`src/rtl/itcm_loader.sv`:
```
// Byte-stream loader that packs incoming bytes little-endian into ITCM words and writes them
// to a bounds-checked address range. Optional ITCM_LOADER_CHECKSUM_EN adds a running word sum.
module itcm_loader #(
    parameter int DW = 32,
    parameter int AW = 14
) (
    input  logic          CLK,
    input  logic          RST,
    input  logic          start,
    input  logic [AW-1:0] base_addr,
    input  logic [AW:0]   len_words,
    input  logic [7:0]    byte_in,
    input  logic          byte_valid,
    output logic          byte_ready,
    output logic [AW-1:0] itcm_addr,
    output logic [DW-1:0] itcm_wdata,
    output logic          itcm_wen,
    output logic          busy,
    output logic          done,
    output logic          err,
    output logic [31:0]   checksum
);

    localparam int NB = DW / 8;
    localparam int BW = (NB > 1) ? $clog2(NB) : 1;
    localparam logic [BW-1:0]   LAST_IDX = BW'(NB - 1);
    localparam logic [AW+1:0]   DP       = {2'b01, {AW{1'b0}}};

    localparam logic [1:0] IDLE    = 2'd0;
    localparam logic [1:0] COLLECT = 2'd1;
    localparam logic [1:0] WRITE   = 2'd2;
    localparam logic [1:0] FIN     = 2'd3;

    logic [1:0]         state_reg, state_next;
    logic [AW-1:0]      base_reg;
    logic [AW:0]        len_reg;
    logic [AW:0]        word_cnt_reg;
    logic [BW-1:0]      byte_idx_reg;
    logic               err_reg;
    logic [NB-1:0][7:0] word_reg;
    logic [NB-1:0]      lane_we;

    logic               accept;
    logic               last_byte;
    logic [AW+1:0]      end_sum;
    logic               range_bad;
    logic [AW:0]        word_cnt_inc;

    assign accept       = (state_reg == COLLECT) && byte_valid;
    assign last_byte    = accept && (byte_idx_reg == LAST_IDX);
    // Range check is done one bit wider than the sum can reach, so it can never wrap.
    assign end_sum      = {2'b00, base_addr} + {1'b0, len_words};
    assign range_bad    = end_sum > DP;
    assign word_cnt_inc = word_cnt_reg + 1'b1;

    always_comb begin
        state_next = state_reg;
        case (state_reg)
            IDLE: begin
                if (start) begin
                    if (range_bad || (len_words == '0))
                        state_next = FIN;
                    else
                        state_next = COLLECT;
                end
            end
            COLLECT: begin
                if (last_byte)
                    state_next = WRITE;
            end
            WRITE: begin
                if (word_cnt_inc == len_reg)
                    state_next = FIN;
                else
                    state_next = COLLECT;
            end
            FIN:     state_next = IDLE;
            default: state_next = IDLE;
        endcase
    end

    always_ff @(posedge CLK) begin
        if (RST) begin
            state_reg    <= IDLE;
            base_reg     <= '0;
            len_reg      <= '0;
            word_cnt_reg <= '0;
            byte_idx_reg <= '0;
            err_reg      <= 1'b0;
        end else begin
            state_reg <= state_next;
            if (state_reg == IDLE && start) begin
                base_reg     <= base_addr;
                len_reg      <= len_words;
                word_cnt_reg <= '0;
                byte_idx_reg <= '0;
                err_reg      <= range_bad;
            end else begin
                if (accept)
                    byte_idx_reg <= last_byte ? '0 : byte_idx_reg + 1'b1;
                if (state_reg == WRITE)
                    word_cnt_reg <= word_cnt_inc;
            end
        end
    end

    // One write enable per byte lane, selected by the running byte index.
    genvar gi;
    generate
        for (gi = 0; gi < NB; gi++) begin : g_lane
            assign lane_we[gi] = accept && (byte_idx_reg == BW'(gi));
        end
    endgenerate

    always_ff @(posedge CLK) begin
        if (RST) begin
            word_reg <= '0;
        end else begin
            for (int i = 0; i < NB; i++) begin
                if (lane_we[i])
                    word_reg[i] <= byte_in;
            end
        end
    end

    assign byte_ready = (state_reg == COLLECT);
    assign itcm_wen   = (state_reg == WRITE);
    assign itcm_wdata = itcm_wen ? word_reg : '0;
    // Address cannot wrap: the start-time range check bounds base + count below DP.
    assign itcm_addr  = itcm_wen ? (base_reg + word_cnt_reg[AW-1:0]) : '0;
    assign busy       = (state_reg != IDLE);
    assign done       = (state_reg == FIN);
    assign err        = done && err_reg;

`ifdef ITCM_LOADER_CHECKSUM_EN
    localparam int CW = (DW < 32) ? DW : 32;

    logic [31:0] checksum_reg;
    logic [31:0] word_low;
    logic [DW-1:0] word_flat;

    assign word_flat = word_reg;
    assign word_low  = 32'(word_flat[CW-1:0]);

    always_ff @(posedge CLK) begin
        if (RST)
            checksum_reg <= '0;
        else if (state_reg == IDLE && start)
            checksum_reg <= '0;
        else if (state_reg == WRITE)
            checksum_reg <= checksum_reg + word_low;
    end

    assign checksum = checksum_reg;
`else
    assign checksum = 32'h0;
`endif

endmodule

```
`config.mk`:
```
export PLATFORM = sky130hd
export DESIGN_NAME = itcm_loader
export DESIGN_NICKNAME = d
export VERILOG_FILES = /design/src/rtl/itcm_loader.sv
export SDC_FILE = /design/constraint.sdc
export NUM_CORES = 1
export LEC_CHECK = 0
export CAP_MARGIN = 10
export CORE_ASPECT_RATIO = 0.6
export CORE_UTILIZATION = 51
export DETAILED_ROUTE_END_ITERATION = 12
export PLACE_DENSITY = 0.86
export SETUP_SLACK_MARGIN = 0.02
export SYNTH_ARGS = -nofsm -noshare
export SYNTH_HDL_FRONTEND = slang
export SYNTH_SLANG_ARGS = --single-unit
```
`constraint.sdc`:
```
create_clock -name CLK -period 2.8 [get_ports CLK]
set_input_delay 0.42 -clock CLK [delete_from_list [all_inputs] [get_ports CLK]]
set_output_delay 0.42 -clock CLK [all_outputs]
set_load 0.03 [all_outputs]
```
# After elaboration in Yosys (flattened, before gate mapping)
# Index checks and enable logic that the tools add are counted.
dict set report op_classes {
  addsub 4
  mux 8
  magnitude_cmp 1
  reduce_logical 14
  n_eq_ne 9
}
# operator count
set ops {}
lappend ops {{$mux W32} 1}
lappend ops {{$add A14 B15 Y16} 1}
lappend ops {{$gt A16 B15 Y1 const B} 1}
lappend ops {{$add A15 B1 Y15 const B} 1}
lappend ops {{$eq A15 B15 Y1} 1}
lappend ops {{$logic_not A15 Y1} 1}
lappend ops {{$add A14 B14 Y14} 1}
lappend ops {{$mux W14} 1}
lappend ops {{$mux W2} 5}
lappend ops {{$eq A2 B2 Y1 const B} 4}
lappend ops {{$pmux W2 S4} 1}
lappend ops {{$logic_and A1 B1 Y1} 7}
lappend ops {{$eq A2 B1 Y1 const B} 2}
lappend ops {{$logic_not A2 Y1} 2}
lappend ops {{$add A2 B1 Y2 const B} 1}
lappend ops {{$ne A2 B1 Y1 const B} 1}
lappend ops {{$ne A2 B2 Y1 const B} 1}
lappend ops {{$reduce_and A2 Y1} 1}
lappend ops {{$reduce_bool A2 Y1} 1}
lappend ops {{$reduce_or A2 Y1} 1}
lappend ops {{$logic_or A1 B1 Y1} 1}
dict set report word_totals {
  out_inout_bits 83
  regBits 81
  word_cells 46
  input_bits 41
}

# Logic depth before layout (Yosys ltp)
dict set report logic_depth {
  depth_word 6
  ltp_mapped 10
  ltp_nobuf 9
}

# Least setup slack after synthesis
# No wires, ideal clock.
dict set report synth_path {
  path_kind {reg2out}
  from {register word_cnt_reg[1]}
  to {output port itcm_addr[13]}
  setup_slack_ps -93
  t_arrival_ps 2473
  n_path_buf 0
  required_ps 2380
  stages_incl_launch_ff 9
  cell_sequence {dfxtp_1 > ha_1 > a211oi_1 > o21bai_1 > a31oi_1 > o21ai_0 > o41ai_1 > o21ai_0 > mux2i_1}
}
dict set report synth_via {
  elab_chain_len 2
}
# element line_no
set synth_rtl {}
lappend synth_rtl {{from (decl)} 37} ;# logic [AW:0] word_cnt_reg;
lappend synth_rtl {{from (signal assigned)} 102} ;# word_cnt_reg <= word_cnt_inc;
lappend synth_rtl {{$add A14 B14 Y14} 130} ;# assign itcm_addr = itcm_wen ? (base_reg + word_cnt_reg[AW-1:0]) : '0;
lappend synth_rtl {{$mux W14} 130}
lappend synth_rtl {{to (decl)} 15} ;# output logic [AW-1:0] itcm_addr,
# Every way passes these cells.

# Final worst setup path
dict set report layout_path {
  from {register base_reg[0]}
  to {output port itcm_addr[12]}
}
dict set report layout_via {
  elab_chain_len 2
}
# element line_no
set layout_rtl {}
lappend layout_rtl {{from (decl)} 35} ;# logic [AW-1:0] base_reg;
lappend layout_rtl {{from (signal assigned)} 93} ;# base_reg <= base_addr;
lappend layout_rtl {{$add A14 B14 Y14} 130}
lappend layout_rtl {{$mux W14} 130}
# Every way passes these cells.

==> impl_metrics.toml <==
[sta]
finClkSkew_ns = 0.00799
rsz0062_at_grt = "yes"
fin_crit_sh_pct = 107
finalCriticalPeriod_ns = 2.99
worstMarginPinSlew_ns = 0.748
fmaxAchievable_ghz = 0.335
setup_slack_ns = -0.190
slew_violations = 0
tns_ns = -0.735
whs_ns = 0.451
setup_viol = 5
maxSlewHeadroom_pct = 50.1
finalHoldViolCount = 0

[routing]
drc = 0
drt_iter0_drc = 499
avgRoutedWirePerCell_um = 17.2
ant_nets = 0
first_pass_iters = 5
drt_wl_total_um = 16500
route.vias.total = 5490
vias_per_cell = 5.73

[clock_tree]
clkSinkCount = 81
clockBufferDepth = 2
cts_htree_levels = 3
ctsHoldBuffers = 0
root_buffer = "clkbuf_16"
cts.reportedPaths.clkPinSlew_ns = 0.06
cts_tree = "done"
clk-insertion-delay-late_ns = 0.34
numCtsBuffers = 9

[job]
drv_cap = 0

[floorplanning]
io_pins = 124
start_util_pct = 53.8
core_region_area_um2 = 10100
row_count = 28
fp.dieW_um = 135
die_y_um = 82.1
die_area_um2 = 11100

[placement]
dp_hpwl_um = 12400
port_buffers = 91
gp_congestion = 0.927

[logic_synthesis]
yosysUniqueCellTypes = 68
async_reset_ff_share_pct = 0
syn_inst = 676
synth-edff-count = 0
synth_area_leaders = "dfxtp_1 (30%), ha_1 (7.3%), nand2_1 (6.3%)"
synth_seq_cells = 81
yosysTopAreaCell = "dfxtp_1"
synthesis.area_um2 = 5450
synth_top_area_share_pct = 29.8
ys.flop_type = "dfxtp_1"
ys_warn_count = 0
ys_seq_area_share_pct = 29.8
synth.avg_cell_area_um2 = 8.06

[finish]
most-common-layout-cells = "buf_4 (118), nand2_1 (91), dfxtp_1 (76)"
largest_reg_flops = 32
drive_above_1_share_pct = 22.8
final_nets = 893
syn2layout_area_growth_pct = 31.2
mostFrequentLayoutCell = "buf_4"
diodes = 0

[worst_setup_path]
crit_top_cell = "a21oi_2"
cp-start-kind = "flip-flop"
crit_slowest_cell = "dfxtp_4"
cp.required_ns = 2.38
cp.arrival_ns = 2.57
cp_max_fo = 3
path_class = "reg2out"
endpoint_kind = "primary output"
path_cells = "ha_4 -> fa_2 -> a21o_1 -> a21oi_2 -> o21ba_4 -> o31ai_4 -> a21oi_2 -> a21oi_2 -> mux2i_2 -> buf_6"
cp_slowest_stage_delay_ns = 0.38

[pwr]
vdd_ir_drop_max_mv = 0.332
power.density_nw_per_um2 = 440
leakage_nw = 2.96
power_mw = 3.15

[global_routing]
grt_pass1_vias = 4917
grt_start_max_net_pins = 48
antenna_found_initial = 0
track_usage_pct = 30.1
overflow = 0
grt_pass1_wl_um = 25400

[hold_path]
hp-class = "reg2reg"

[outcome]
status = "finished with violations"
violations = "negative setup slack"
[final timing paths]
check / to / depth (start not counted) / slack [ns] / start
min reg2reg: word_reg[13]$_SDFFE_PP0P_ / 2 / 0.45 / word_reg[13]$_SDFFE_PP0P_
max reg2reg: state_reg[1]$_SDFFE_PP0P_ / 8 / 0.20 / word_cnt_reg[2]$_SDFFE_PP0P_
min: word_reg[13]$_SDFFE_PP0P_ / 2 / 0.45 / word_reg[13]$_SDFFE_PP0P_
max: itcm_addr[12] / 10 / -0.19 / base_reg[0]$_SDFFE_PP0P_
[Yosys cell counts (7+ instances only)]
cell and count:
a211oi_1 7, a21oi_1 61, a22o_1 29, and2_1 38
and3_1 8, buf_4 32, clkbuf_1 24, dfxtp_1 81
ha_1 32, inv_1 16, nand2_1 91, nand3_1 12
nand4_1 8, nor2_1 50, nor3_1 16, nor4_1 9
o21ai_0 16, xnor2_1 36, xor2_1 17
[repair_timing]
item | 4_1_cts | 5_1_grt
endpoints found under the setup margin | 9 | 10
pin swaps | 9 | 8
buffers inserted | 10 | 1
resized for setup | 29 | 24
[cell families (layout without fill, tap and decap cells)]
| group | count (synthesis) | after routing | share of synthesized area [%] |
|---|---|---|---|
| fa+ha+maj | 34 | 34 | 8.08 |
| compound gates | 160 | 160 | 19.8 |
| xor+xnor | 53 | 53 | 8.52 |
| mux | 3 | 3 | 0.574 |
| simple gates | 260 | 260 | 23.7 |
| other cells | 1 | 32 | 0.0688 |
| flops | 81 | 81 | 29.8 |
| buf+inv | 84 | 200 | 9.48 |
[worst max-delay path: cells and delay by family (launching register included)]
family | cells | cell delay [ns]
AOI/OAI and AO/OA | 6 | 1.02
DFF | 1 | 0.38
adders and majority gates | 2 | 0.38
muxes | 1 | 0.28
buffers and inverters | 1 | 0.17
[through the flow]
| step | area (µm²) | cells | setup slack (ns) | util [%] |
|---|---|---|---|---|
| floorplan | 5570 | 707 | -0.00114 | - |
| global placement | 6580 | 931 | -0.298 | 65.0 |
| detailed placement | 6580 | 931 | -0.397 | 65.0 |
| CTS | 7050 | 957 | -0.186 | 69.6 |
| global route | 7150 | 958 | -0.287 | 70.6 |
| finish | 7150 | 958 | -0.190 | 70.6 |
[layer usage]
metal  GRT usage [%]  routed length (µm)  vias to the layer above
li1                -                   -                     2600
met2            45.4                6970                      265
met5               0                   0                        -
met3            6.85                1370                       28
met4            9.66                 306                        0
met1            42.2                7820                     2597
[area by class of cell]
class	count	area [µm²]
Multi-Input combinational cell	542	3630
Fill cell	757	2970
Sequential cell	81	1630
Timing Repair Buffer	168	1390
Clock buffer	10	229
Tap cell	135	169
Inverter	16	60.1
Clock inverter	6	43.8
[report_power, final]
| group | internal, mW | leakage, nW | switching [mW] | total [mW] |
|---|---|---|---|---|
| logic | 0.336 | 2.17 | 0.474 | 0.810 |
| registers | 1.21 | 0.661 | 0.0534 | 1.26 |
| clock network | 0.603 | 0.133 | 0.476 | 1.08 |
Note: power is estimated with default switching activity, not from simulation.
